==> src/rtl/pim_bank_gather_if.sv <==
`default_nettype none
// ============================================================================
//  Module   : pim_bank_gather_if
//  Purpose  : Four-bank valid/ready gather bus plus the single registered
//             output stream toward the bus-side read path.
//  Revision : 1.0  initial release
// ============================================================================
interface pim_bank_gather_if #(
   parameter int WIDTH = 256
);
   logic             i_ordered;
   logic             i_valid0;
   logic             i_valid1;
   logic             i_valid2;
   logic             i_valid3;
   logic [WIDTH-1:0] i_data0;
   logic [WIDTH-1:0] i_data1;
   logic [WIDTH-1:0] i_data2;
   logic [WIDTH-1:0] i_data3;
   logic             o_ready0;
   logic             o_ready1;
   logic             o_ready2;
   logic             o_ready3;
   logic             o_valid;
   logic [WIDTH-1:0] o_data;
   logic [1:0]       o_src;
   logic             o_last;
   logic             i_ready;
   logic             o_busy;

   // Gather block side
   modport slave (
      input  i_ordered,
      input  i_valid0, i_valid1, i_valid2, i_valid3,
      input  i_data0, i_data1, i_data2, i_data3,
      input  i_ready,
      output o_ready0, o_ready1, o_ready2, o_ready3,
      output o_valid, o_data, o_src, o_last, o_busy
   );

   // Bank sources and downstream consumer side
   modport master (
      output i_ordered,
      output i_valid0, i_valid1, i_valid2, i_valid3,
      output i_data0, i_data1, i_data2, i_data3,
      output i_ready,
      input  o_ready0, o_ready1, o_ready2, o_ready3,
      input  o_valid, o_data, o_src, o_last, o_busy
   );
endinterface
`default_nettype wire

==> src/rtl/pim_bank_gather.sv <==
`default_nettype none
// ============================================================================
//  Module   : pim_bank_gather
//  Purpose  : Gathers result words from four PIM banks into one registered
//             output stream. Round-robin arbitration, or strict bank order
//             0,1,2,3 when a full row is being reassembled.
//  Revision : 1.0  initial release
// ============================================================================
module pim_bank_gather #(
   parameter int WIDTH = 256   // must match the WIDTH of the connected interface
) (
   input  logic              i_clk,
   input  logic              i_rst,
   pim_bank_gather_if.slave  bus
);

   logic [3:0]       w_valid;
   logic             w_load_ok;
   logic             w_gnt_any;
   logic [1:0]       w_gnt;
   logic [1:0]       w_cand;
   logic             w_xfer;
   logic [WIDTH-1:0] w_data_sel;

   logic             r_valid;
   logic [WIDTH-1:0] r_data;
   logic [1:0]       r_src;
   logic             r_last;
   logic [1:0]       r_ptr;   // round-robin: bank with highest priority
   logic [1:0]       r_idx;   // ordered mode: next bank expected in the row

   assign w_valid   = {bus.i_valid3, bus.i_valid2, bus.i_valid1, bus.i_valid0};

   // The output register can take a new word when empty or draining this cycle
   assign w_load_ok = !r_valid | bus.i_ready;

   // Select the granted bank; the scan runs from the farthest offset down so
   // the closest valid bank to the pointer is the one left standing.
   always_comb begin
      w_gnt_any = 1'b0;
      w_gnt     = 2'd0;
      w_cand    = r_ptr;
      if (bus.i_ordered) begin
         w_gnt     = r_idx;
         w_gnt_any = w_valid[r_idx];
      end else begin
         for (int k = 3; k >= 0; k--) begin
            w_cand = r_ptr + 2'(k);
            if (w_valid[w_cand]) begin
               w_gnt     = w_cand;
               w_gnt_any = 1'b1;
            end
         end
      end
   end

   // Reset gating keeps every bank ready low while the block is held in reset
   assign w_xfer = w_load_ok & w_gnt_any & !i_rst;

   assign bus.o_ready0 = w_xfer & (w_gnt == 2'd0);
   assign bus.o_ready1 = w_xfer & (w_gnt == 2'd1);
   assign bus.o_ready2 = w_xfer & (w_gnt == 2'd2);
   assign bus.o_ready3 = w_xfer & (w_gnt == 2'd3);

   // Route the granted bank's word toward the output register
   always_comb begin
      w_data_sel = bus.i_data0;
      case (w_gnt)
         2'd0:    w_data_sel = bus.i_data0;
         2'd1:    w_data_sel = bus.i_data1;
         2'd2:    w_data_sel = bus.i_data2;
         default: w_data_sel = bus.i_data3;
      endcase
   end

   // Output register: load on transfer, empty when drained with nothing to load,
   // hold everything while stalled
   always_ff @(posedge i_clk or posedge i_rst) begin
      if (i_rst) begin
         r_valid <= 1'b0;
         r_data  <= '0;
         r_src   <= 2'd0;
         r_last  <= 1'b0;
      end else if (w_load_ok) begin
         if (w_xfer) begin
            r_valid <= 1'b1;
            r_data  <= w_data_sel;
            r_src   <= w_gnt;
            r_last  <= bus.i_ordered & (w_gnt == 2'd3);
         end else begin
            r_valid <= 1'b0;
         end
      end
   end

   // Arbitration state: the pointer only moves in round-robin mode, the row
   // index only advances in ordered mode and is parked at 0 otherwise
   always_ff @(posedge i_clk or posedge i_rst) begin
      if (i_rst) begin
         r_ptr <= 2'd0;
         r_idx <= 2'd0;
      end else begin
         if (!bus.i_ordered) begin
            r_idx <= 2'd0;
            if (w_xfer) begin
               r_ptr <= w_gnt + 2'd1;
            end
         end else if (w_xfer) begin
            r_idx <= w_gnt + 2'd1;
         end
      end
   end

   assign bus.o_valid = r_valid;
   assign bus.o_data  = r_data;
   assign bus.o_src   = r_src;
   assign bus.o_last  = r_last;
   assign bus.o_busy  = r_valid | (r_idx != 2'd0);

endmodule
`default_nettype wire

==> src/flat_wrapper.sv <==
// flat-port wrapper written by rule: the top's interface ports become plain ports
module pim_bank_gather_flat 
#(
   parameter int WIDTH = 256                                                     
)
  (i_clk, i_rst, bus_i_ordered, bus_i_valid0, bus_i_valid1, bus_i_valid2, bus_i_valid3, bus_i_data0, bus_i_data1, bus_i_data2, bus_i_data3, bus_i_ready, bus_o_ready0, bus_o_ready1, bus_o_ready2, bus_o_ready3, bus_o_valid, bus_o_data, bus_o_src, bus_o_last, bus_o_busy);
  pim_bank_gather_if #(.WIDTH(WIDTH)) bus_i ();
  input  logic i_clk;
  input  logic i_rst;
  input wire logic [$bits(bus_i.i_ordered)-1:0] bus_i_ordered;
  input wire logic [$bits(bus_i.i_valid0)-1:0] bus_i_valid0;
  input wire logic [$bits(bus_i.i_valid1)-1:0] bus_i_valid1;
  input wire logic [$bits(bus_i.i_valid2)-1:0] bus_i_valid2;
  input wire logic [$bits(bus_i.i_valid3)-1:0] bus_i_valid3;
  input wire logic [$bits(bus_i.i_data0)-1:0] bus_i_data0;
  input wire logic [$bits(bus_i.i_data1)-1:0] bus_i_data1;
  input wire logic [$bits(bus_i.i_data2)-1:0] bus_i_data2;
  input wire logic [$bits(bus_i.i_data3)-1:0] bus_i_data3;
  input wire logic [$bits(bus_i.i_ready)-1:0] bus_i_ready;
  output wire logic [$bits(bus_i.o_ready0)-1:0] bus_o_ready0;
  output wire logic [$bits(bus_i.o_ready1)-1:0] bus_o_ready1;
  output wire logic [$bits(bus_i.o_ready2)-1:0] bus_o_ready2;
  output wire logic [$bits(bus_i.o_ready3)-1:0] bus_o_ready3;
  output wire logic [$bits(bus_i.o_valid)-1:0] bus_o_valid;
  output wire logic [$bits(bus_i.o_data)-1:0] bus_o_data;
  output wire logic [$bits(bus_i.o_src)-1:0] bus_o_src;
  output wire logic [$bits(bus_i.o_last)-1:0] bus_o_last;
  output wire logic [$bits(bus_i.o_busy)-1:0] bus_o_busy;
  assign bus_i.i_ordered = bus_i_ordered;
  assign bus_i.i_valid0 = bus_i_valid0;
  assign bus_i.i_valid1 = bus_i_valid1;
  assign bus_i.i_valid2 = bus_i_valid2;
  assign bus_i.i_valid3 = bus_i_valid3;
  assign bus_i.i_data0 = bus_i_data0;
  assign bus_i.i_data1 = bus_i_data1;
  assign bus_i.i_data2 = bus_i_data2;
  assign bus_i.i_data3 = bus_i_data3;
  assign bus_i.i_ready = bus_i_ready;
  assign bus_o_ready0 = bus_i.o_ready0;
  assign bus_o_ready1 = bus_i.o_ready1;
  assign bus_o_ready2 = bus_i.o_ready2;
  assign bus_o_ready3 = bus_i.o_ready3;
  assign bus_o_valid = bus_i.o_valid;
  assign bus_o_data = bus_i.o_data;
  assign bus_o_src = bus_i.o_src;
  assign bus_o_last = bus_i.o_last;
  assign bus_o_busy = bus_i.o_busy;
  pim_bank_gather #(.WIDTH(WIDTH)) u_core (.i_clk(i_clk), .i_rst(i_rst), .bus(bus_i));
endmodule
==> config.mk <==
export PLATFORM = sky130hd
export DESIGN_NAME = pim_bank_gather_flat
export DESIGN_NICKNAME = d
export VERILOG_FILES = /design/src/rtl/pim_bank_gather_if.sv /design/src/rtl/pim_bank_gather.sv /design/src/flat_wrapper.sv
export SDC_FILE = /design/constraint.sdc
export NUM_CORES = 1
export LEC_CHECK = 0
export ABC_CLOCK_PERIOD_IN_PS = 10700
export BUFFER_PORTS_ARGS = -buffer_cell sky130_fd_sc_hd__buf_2
export CORE_AREA = 8 8 496 498
export DETAILED_ROUTE_END_ITERATION = 8
export DIE_AREA = 0 0 504 506
export GPL_TIMING_DRIVEN = 0
export PLACE_DENSITY_LB_ADDON = 0.1
export REMOVE_ABC_BUFFERS = 1
export SKIP_CTS_REPAIR_TIMING = 1
export SYNTH_ARGS = -nofsm -noshare
export SYNTH_HDL_FRONTEND = slang
export SYNTH_SLANG_ARGS = --single-unit
==> constraint.sdc <==
create_clock -name i_clk -period 10.7 [get_ports i_clk]
set_input_delay 0.535 -clock i_clk [delete_from_list [all_inputs] [get_ports i_clk]]
set_output_delay 0.535 -clock i_clk [all_outputs]
set_load 0.01 [all_outputs]
==> summary.md <==
| Metric | Value |
|---|---|
| Number of synthesized flops with an enable pin | `0` |
| Register area share after synthesis | `39.36%` |
| Routing usage on met3 | `4.993%` |
| Required @ worst endpoint | `11210 ps` |
| Via Count | `18.77k` |
| Area after DPL | `26980 um^2` |
| Worst r2r dst | `u_core.bus.o_data[165]` |
| Commonest non-fill, non-tap cell in the layout | `buf_2` |
| Die H | `506 um` |
| Clock Latency Late Sink | `630 ps` |
| Distinct cells, synth | `36` |
| Die X-Extent | `504 um` |
| Fin crit share | `46.22%` |
| Fin area | `28670 um^2` |
| Syn Inst Count | `1529` |
| First-pass GRT wire length | `195700 um` |
| CP startpoint kind | `register` |
| Clk sink count | `264` |
| Layout cells sized above 1 | `60.14%` |
| Max Fclk | `202.2 MHz` |
| Hold Path Class | `in -> reg` |
| Nets | `3768` |
| Sw Pwr | `3336 uW` |
| Starting DRT DRC Count | `2090` |
| Synth warn | `0` |
| Wire per inst | `25.28 um` |
| R2R Path Start | `u_core.r_ptr[1]` |
| Clock slew at reported path FFs | `60 ps` |
| HP Start | `bus_i_data3[217]` |
| CP arrival | `5460 ps` |
| Setup CP Type | `reg -> reg` |
| Core Footprint | `238700 um^2` |
| PortBufs | `1296` |
| Core Rows | `180` |
| Largest net degree at the start of global routing | `99` |
| Final Max Tran Viols | `1` |
| Final worst slack | `5754 ps` |
| Failing checks | `DRC, slew limit` |
| Final HPWL DP | `126600 um` |
| Status | `finished, violations left` |
| Clock share of power | `22.4%` |
| Max FO, Critical Path | `66` |
| Yosys reg bits | `264` |
| 1st-pass router iterations | `9` |
| Clk buf depth | `3` |
| Comb pwr share | `54.1%` |
| Initial Utilization | `7.030%` |
| Drt drc | `5` |
| Hold Fails Final Rpt | `0` |
| Peak VDD IR | `0.0002163 V` |
| Sw frac | `44.23%` |
| Die ar. | `255000 um^2` |
| Via density per instance | `3.147` |
| Gr usage total | `11.12%` |
| Gr busiest metal | `met2` |
| Unrepaired setup endpoints after global routing | `no` |
| Worst slack, placed | `5406 ps` |
| Vias in the first global route | `19.67k` |
| R2R cell count | `10` |
| Leak Pwr | `0.01331 uW` |
| Post-Route WL | `150800 um` |
| Final Setup Violations | `0` |
| Min Tclk post-route | `4946 ps` |
| M2 GR Usage | `17.82%` |
| Min-Delay Path Depth | `4` |
| R2r setup slk | `5750 ps` |
| Ys async rst share | `100.0%` |
| Worst Hold Slack | `251.5 ps` |
| Crit end category | `register` |
| Gpl congestion | `0.8074` |
| Seq pwr share | `23.5%` |
| Syn Std Cell Area | `16780 um^2` |
| M1 GR Usage | `13.45%` |
| Critical Path End | `u_core.bus.o_data[165]` |
| Clock skew | `15.87 ps` |
| Ys flop type | `dfrtp_1` |
| ANT nets after route | `0` |
| Slew @ Worst Pin | `1585 ps` |
| Ports | `1297` |
| GRT overflow | `0` |
| Internal power | `4208 uW` |
| Area Overhead vs Synth | `70.82%` |
| Pwr per Cell Area | `263.2 nW/um^2` |
| CTS Buf Count | `47` |
| Root Buffer | `clkbuf_16` |
| CTS tree | `yes` |
| Htree depth | `2` |
| Syn_area_per_cell | `10.98 um^2` |
| Initial antenna violation count | `75` |
| Commonest cells after routing, fill and taps aside | `buf_2 (1296), dfrtp_1 (264), nand2_1 (260)` |
| Crit. Startpoint | `u_core.r_ptr[1]` |
| Max-slew headroom | `-5.679%` |
| Max-Cap Viols | `0` |
[how the worst min path moves through the flow]
stage                                   to
floorplan            u_core.bus.o_data[57]
global placement     u_core.bus.o_data[59]
detailed placement  u_core.bus.o_data[229]
CTS                 u_core.bus.o_data[196]
global route         u_core.bus.o_data[83]
finish              u_core.bus.o_data[217]
[worst max-delay path, cell delays in order (launching register included)]
cell and delay, ps:
dfrtp_1 470, mux2i_1 160, a32o_1 230, o31ai_1 890
inv_1 300, ha_4 480, buf_16 320, buf_16 270
a222oi_1 710, o21ai_0 430, mux2_4 370
[cell type report]
type                            instances  area, um^2
Sequential cell                       264        6606
Fill cell                           27691      210100
Clock buffer                           70        1405
Timing Repair Buffer                 1330        7273
Clock inverter                         15       239.0
Multi-Input combinational cell       1079        9087
Antenna cell                           12       30.03
Tap cell                             3185        3985
Inverter                                9       41.29
[stage by stage]
stage                     setup TNS (ps)  utilization [%]  cells  total power (uW)
after floorplan                  -152430                -   1352              3991
after global placement          -3335020            10.95   5833              6553
after detailed placement               0            11.30   5866              6052
after CTS                              0            11.99   5951              7903
after global routing                   0            12.00   5958              8138
final                                  0            12.01   5964              7544
[cell families (layout without fill, tap and decap cells)]
| group | after synthesis | in the layout | share of synthesized area, % |
|---|---|---|---|
| adder cells (fa/ha/maj) | 5 | 5 | 0.3728 |
| flip-flops | 264 | 264 | 39.36 |
| multiplexers | 263 | 263 | 23.34 |
| XOR/XNOR | 1 | 1 | 0.05220 |
| other | 0 | 12 | 0 |
| AND/OR/NAND/NOR | 281 | 281 | 6.464 |
| buffers and inverters | 186 | 1424 | 6.799 |
| AO/OA/AOI/OAI | 529 | 529 | 23.60 |
[state kept, by name (all words and copies together) (netlist names)]
register and flops:
u_core.bus.o_valid 1, u_core.r_idx 2, u_core.bus.o_src 2, u_core.bus.o_data 256, u_core.r_ptr 2, u_core.bus.o_last 1
[synth_stat cells (2+ instances only)]
cell / number / share of area [%]
buf_8: 5 / 0.45
dfrtp_1: 264 / 39
nor2b_1: 3 / 0.11
clkbuf_1: 132 / 3.0
ha_1: 5 / 0.37
mux2_4: 253 / 23
a222oi_1: 256 / 15
inv_1: 9 / 0.20
o21ai_1: 2 / 0.060
o31ai_1: 3 / 0.13
a21oi_1: 3 / 0.089
buf_6: 3 / 0.20
nor2_1: 8 / 0.18
mux2_1: 4 / 0.27
nand2_1: 260 / 5.8
mux2i_1: 4 / 0.24
nor3_1: 2 / 0.060
buf_2: 5 / 0.15
buf_1: 10 / 0.22
o21ai_0: 259 / 7.7
nand2b_1: 2 / 0.075
buf_12: 22 / 2.6
or2_1: 2 / 0.075
[metal layers]
layer,wire length [um],share of wire (%)
met1,62160,41
met2,68130,45
met3,16210,11
met4,3979,2.6
met5,276,0.18
[power by group through the flow]
stage          sequential, uW  clock [uW]  combinational [uW]
5_1_grt                  1840        1850                4450
2_1_floorplan            1970           0                2020
3_5_place_dp             1780           0                4270
3_3_place_gp             1780           0                4770
6_report                 1770        1690                4080
4_1_cts                  1780        1840                4290
(Power assumes the default switching activity.)
